## config.mk

```make
export PLATFORM = sky130hd
export DESIGN_NAME = rr_grant_arbiter_8
export DESIGN_NICKNAME = d
export VERILOG_FILES = /design/src/rtl/rr_grant_arbiter_8_pkg.sv /design/src/rtl/rr_grant_arbiter_8_rr_masked_encoder.sv /design/src/rtl/rr_grant_arbiter_8.sv
export SDC_FILE = /design/constraint.sdc
export NUM_CORES = 1
export LEC_CHECK = 0
export CAP_MARGIN = 20
export CORE_AREA = 2 2 55 57
export DETAILED_ROUTE_END_ITERATION = 12
export DIE_AREA = 0 0 57 59
export DONT_BUFFER_PORTS = 1
export PLACE_DENSITY = 0.69
export SYNTH_ARGS = -nofsm -noshare
export SYNTH_HDL_FRONTEND = slang
export SYNTH_SLANG_ARGS = --single-unit
```

## constraint.sdc

```tcl
create_clock -name clk -period 4.75 [get_ports clk]
set_clock_uncertainty 0.15 [all_clocks]
set_input_delay 0.7125 -clock clk [delete_from_list [all_inputs] [get_ports clk]]
set_output_delay 0.7125 -clock clk [all_outputs]
set_load 0.03 [all_outputs]
```

## src/rtl/rr_grant_arbiter_8_pkg.sv

```systemverilog
// Shared widths, FSM encoding and the highest-first encode helper for the 8-way arbiter.
package rr_grant_arbiter_8_pkg;

   localparam int unsigned N_REQ  = 8;
   localparam int unsigned IDX_W  = 3;
   localparam int unsigned HOLD_W = 8;

   typedef enum logic {
      ST_IDLE  = 1'b0,
      ST_GRANT = 1'b1
   } state_t;

   // Index of the highest set bit; 0 when the vector is empty.
   function automatic logic [IDX_W-1:0] hi_idx(input logic [N_REQ-1:0] v);
      logic [IDX_W-1:0] r;
      r = '0;
      for (int i = 0; i < int'(N_REQ); i++) begin
         if (v[i]) r = IDX_W'(i);
      end
      return r;
   endfunction

endpackage

```

## src/rtl/rr_grant_arbiter_8_rr_masked_encoder.sv

```systemverilog
// Winner select: highest requester, or in round-robin mode the highest one below the pointer
// first, falling back to the highest overall when nothing sits below the pointer.
module rr_masked_encoder
   import rr_grant_arbiter_8_pkg::*;
(
   input  logic [N_REQ-1:0] req,
   input  logic [IDX_W-1:0] ptr,
   input  logic             rr_en,
   output logic [IDX_W-1:0] idx,
   output logic             any
);

   logic [N_REQ-1:0] mask;
   logic [N_REQ-1:0] masked;
   logic [IDX_W-1:0] idx_masked;
   logic [IDX_W-1:0] idx_full;

   // Two highest-first encoders plus the mode/fallback mux.
   always_comb begin
      mask       = (N_REQ'(1) << ptr) - N_REQ'(1);
      masked     = req & mask;
      idx_masked = hi_idx(masked);
      idx_full   = hi_idx(req);
      idx        = (rr_en && (|masked)) ? idx_masked : idx_full;
      any        = |req;
   end

endmodule

```

## src/rtl/rr_grant_arbiter_8.sv

```systemverilog
// 8-requester arbiter: grant held until release or hold timeout, one idle cycle between grants.
module rr_grant_arbiter_8
   import rr_grant_arbiter_8_pkg::*;
#(
   parameter int unsigned MAX_HOLD = 16
)
(
   input  logic             clk,
   input  logic             rst_n,
   input  logic [N_REQ-1:0] req,
   input  logic             rr_en,
   output logic [N_REQ-1:0] gnt,
   output logic [IDX_W-1:0] gnt_idx,
   output logic             gnt_valid,
   output logic             preempt
);

   localparam bit               TMO_EN    = (MAX_HOLD != 32'd0);
   localparam logic [HOLD_W-1:0] HOLD_LAST = HOLD_W'((MAX_HOLD == 32'd0) ? 32'd0 : MAX_HOLD - 32'd1);
   localparam logic [HOLD_W-1:0] HOLD_SAT  = '1;

   state_t            state_q, state_d;
   logic [HOLD_W-1:0] hold_q, hold_d;
   logic [IDX_W-1:0]  last_q, last_d;
   logic [N_REQ-1:0]  gnt_d;
   logic [IDX_W-1:0]  idx_d;
   logic              valid_d;
   logic              preempt_d;
   logic [IDX_W-1:0]  win_idx;
   logic              win_any;
   logic              owner_req;

   rr_masked_encoder u_enc (
      .req   (req),
      .ptr   (last_q),
      .rr_en (rr_en),
      .idx   (win_idx),
      .any   (win_any)
   );

   assign owner_req = req[gnt_idx];

   // Next-state, hold counter, pointer and output register inputs.
   always_comb begin
      state_d   = state_q;
      hold_d    = hold_q;
      last_d    = last_q;
      gnt_d     = gnt;
      idx_d     = gnt_idx;
      valid_d   = gnt_valid;
      preempt_d = 1'b0;
      case (state_q)
         ST_IDLE: begin
            if (win_any) begin
               state_d = ST_GRANT;
               gnt_d   = N_REQ'(1) << win_idx;
               idx_d   = win_idx;
               valid_d = 1'b1;
               hold_d  = '0;
            end
         end
         ST_GRANT: begin
            if (!owner_req) begin
               state_d = ST_IDLE;
               gnt_d   = '0;
               valid_d = 1'b0;
               last_d  = gnt_idx;
            end else if (TMO_EN && (hold_q == HOLD_LAST)) begin
               state_d   = ST_IDLE;
               gnt_d     = '0;
               valid_d   = 1'b0;
               last_d    = gnt_idx;
               preempt_d = 1'b1;
            end else if (hold_q != HOLD_SAT) begin
               hold_d = hold_q + HOLD_W'(1);
            end
         end
         default: state_d = ST_IDLE;
      endcase
   end

   // State, bookkeeping and registered outputs; reset drops the grant immediately.
   always_ff @(posedge clk or negedge rst_n) begin
      if (!rst_n) begin
         state_q   <= ST_IDLE;
         hold_q    <= '0;
         last_q    <= '0;
         gnt       <= '0;
         gnt_idx   <= '0;
         gnt_valid <= 1'b0;
         preempt   <= 1'b0;
      end else begin
         state_q   <= state_d;
         hold_q    <= hold_d;
         last_q    <= last_d;
         gnt       <= gnt_d;
         gnt_idx   <= idx_d;
         gnt_valid <= valid_d;
         preempt   <= preempt_d;
      end
   end

endmodule

```

==> results by group <==
Timing
  – Pins over their slew limit: 0
  – RSZ-0062 raised after global routing: false
  – Least-Margin Pin Slew: 0.9235 ns
  – Max Fclk: 396.4 MHz
  – Final hold violations: 0
  – Setup slack after layout: 2.227 ns
  – Worst rel slew slack: 38.02%
  – Final worst path period share: 53.11%
  – Final setup fails: 0
  – Crit path time final: 2.523 ns
  – Setup TNS: 0 ns

GRT
  – Antenna violations before repair: 0
  – Global-route wire length before repair: 5561 µm
  – Vias in the first global route: 1,130
  – Largest net degree at the start of global routing: 26
  – Global route overflow: 0
  – Total GRT Usage: 21.07%

Power
  – Int Pwr: 0.0004589 W
  – Leakage dissipation: 0.6373 nW
  – Clock power share: 9.9%
  – P_sw: 0.0004456 W
  – PwrDens: 609.1 nW/µm²
  – Maximum vdd ir drop: 367.1 µV
  – Combinational Power Share: 39.0%
  – Sequential Power Share: 51.0%
  – Sw Ratio: 49.26%

Placement
  – Gpl congestion: 0.8970
  – Post-DP HPWL: 2391 µm
  – DP Worst Slack: 2.223 ns
  – Port buffer count: 0

Flow run
  – Max Cap Violations: 0

Logic synthesis
  – Mapped Cells: 146
  – Syn nets: 158
  – Synthesized flop and latch total: 25
  – Most used DFF post-synth: dfrtp_1
  – Cell taking the most area after synthesis: dfrtp_1
  – Synth top area cells: dfrtp_1 43%, nand3_1 5.2%, o41ai_1 4.9%
  – Yosys top cell area share: 43.40%
  – Async set or reset register ratio after synthesis: 100.0%
  – Sequential share of the synthesized area: 43.40%
  – Synth warnings: 0
  – Post-synth cell types: 45
  – Avg Synthesized Cell Area: 9.872 µm²
  – Number of synthesized flops with an enable pin: 0
  – Mapped cell area: 1441 µm²

Setup path
  – Worst Reg-to-Reg Cells: 4
  – Worst r2r src: gnt_idx[1]$_DFFE_PN0P_
  – Crit path launch type: flop
  – Crit Path Category: flop to flop
  – Crit path arrival time: 2.58 ns
  – Setup crit end kind: flop
  – R2R setup slack: 2.23 ns
  – Worst EP required: 4.81 ns
  – Critical R2R Capture: last_q[2]$_DFFE_PN0P_
  – Crit Path Max Fanout: 12
  – Critical path capture point: last_q[2]$_DFFE_PN0P_
  – Worst Setup SP: gnt_idx[1]$_DFFE_PN0P_

Clocking
  – Post-CTS setup buffer count: 0
  – CTS Buf Count: 3
  – CTS tree: done
  – Clock root buffer: clkbuf_4
  – CTS Buffer Depth: 2
  – Post-CTS sizing: 0
  – Htree depth: 1
  – Clock sinks: 25
  – Clk slew on worst S/H paths: 0.13 ns
  – Clk Latency, worst-skew pair: 0.30 ns

Floorplan
  – Initial core utilization: 53.19%
  – Die span in y: 59 µm
  – Core Region: 2710 µm²
  – DIE WIDTH: 57 µm
  – Top Ports: 24
  – Rows: 19
  – DIE AREA: 3363 µm²

Outcome
  – Status: complete, no violations

Routing
  – Vias: 1,177
  – DRC: 0
  – Drt first pass iters: 4
  – Antenna Nets Post-Route: 0
  – WL/cell: 18.19 µm
  – Detailed Route Iter0 Violations: 67
  – WL final: 3183 µm
  – Via/cell ratio: 6.726

Cells and area
  – Core Util, Final: 54.80%
  – Register area: 625.6 µm²
  – Share of post-route cells with drive strength above 1: 10.42%
  – Area Growth Syn to Fin: 3.038%
  – # nets final: 157
  – Commonest non-fill, non-tap cell in the layout: dfrtp_1
  – Fillers: 243
  – Leading cell types in the layout, fill and taps excluded: 25 x dfrtp_1, 15 x nand3_1, 13 x nand2_1, 8 x o41ai_1
  – Area of the multi-input gates: 748.2 µm²
  – Ant. Diodes: 0

Hold path
  – Worst hold-check path type: primary input to asynchronous set/reset pin
-- power groups by stage --
stage,Clock (W),Sequential (W),Combinational (W)
2_1_floorplan,0,0.000415,0.000331
3_3_place_gp,0,0.000462,0.000332
3_5_place_dp,0,0.000465,0.000347
4_1_cts,0.0000959,0.000462,0.000354
5_1_grt,0.000102,0.000476,0.000401
6_report,0.0000899,0.000461,0.000353
-- worst min path at each step --
stage | slack [ns] | to | cells after the start | from
6_report | 0.05 | last_q[2]$_DFFE_PN0P_ | 1 | rst_n
4_1_cts | 0.04 | last_q[2]$_DFFE_PN0P_ | 1 | rst_n
3_5_place_dp | 0.27 | hold_q[5]$_DFFE_PN0P_ | 0 | rst_n
5_1_grt | 0.03 | last_q[0]$_DFFE_PN0P_ | 1 | rst_n
3_3_place_gp | 0.27 | hold_q[6]$_DFFE_PN0P_ | 0 | rst_n
2_1_floorplan | 0.27 | gnt[0]$_DFFE_PN0P_ | 0 | rst_n
-- kinds of logic after synthesis --
logic type,synth area share [%]
flops,43.40
buf+inv,4.687
compound gates,22.83
simple gates,18.14
fa+ha+maj,0.8679
mux,10.07
-- critical path: stages, from the launching register on --
cell and delay [ns]:
dfrtp_1 0.58, mux4_2 0.44, mux2i_1 0.09, o21ai_1 0.75, mux2_2 0.41
-- final cells by class --
cell class	instances	share of cell area, %
Multi-Input combinational cell	107	50.38
Sequential cell	25	42.12
Tap cell	31	2.612
Clock buffer	4	1.769
Inverter	7	1.769
Timing Repair Buffer	1	1.348
-- cell usage after synthesis (2+ instances only) --
cell type  count
nand2b_1       2
a21o_1         2
o31ai_1        5
mux4_2         2
nand2_1       13
dfrtp_1       25
nand3_1       15
mux2i_1        4
nand4_1        5
buf_2          2
inv_1          7
mux2_2         4
a21oi_1        4
nor2_1         4
or4_1          2
o21a_1         2
a31oi_1        2
o211ai_1       4
nor4_1         2
o41ai_1        8
o21ai_0        7
a32o_1         2
-- layer usage --
metal / GRT usage, % / wire [µm] / part of all wire [%]
met4: 2.990 / 12 / 0.38
met3: 4.585 / 227 / 7.1
met5: 0 / 0 / 0
met2: 35.14 / 1586 / 50
met1: 29.22 / 1356 / 43
-- stage by stage --
| stage | area, µm² | std cells | hold WS (ns) | total power [W] |
|---|---|---|---|---|
| after floorplan | 1441 | 146 | 0.2669 | 0.0007467 |
| after global placement | 1439 | 170 | 0.2676 | 0.0007939 |
| after detailed placement | 1439 | 170 | 0.2675 | 0.0008122 |
| after CTS | 1485 | 175 | 0.03892 | 0.0009118 |
| after global routing | 1485 | 175 | 0.03199 | 0.0009791 |
| final | 1485 | 175 | 0.04717 | 0.0009046 |
-- state kept, by name (all words and copies together) (netlist names) --
register,flops
gnt,8
gnt_idx,3
gnt_valid,1
hold_q,8
last_q,3
preempt,1
state_q,1
-- repair_timing --
action,in CTS,in global routing
endpoints found under the hold margin,25,0
hold buffers,1,0
setup endpoints to repair,0,0
No activity file was read; power rests on OpenSTA's default activity.
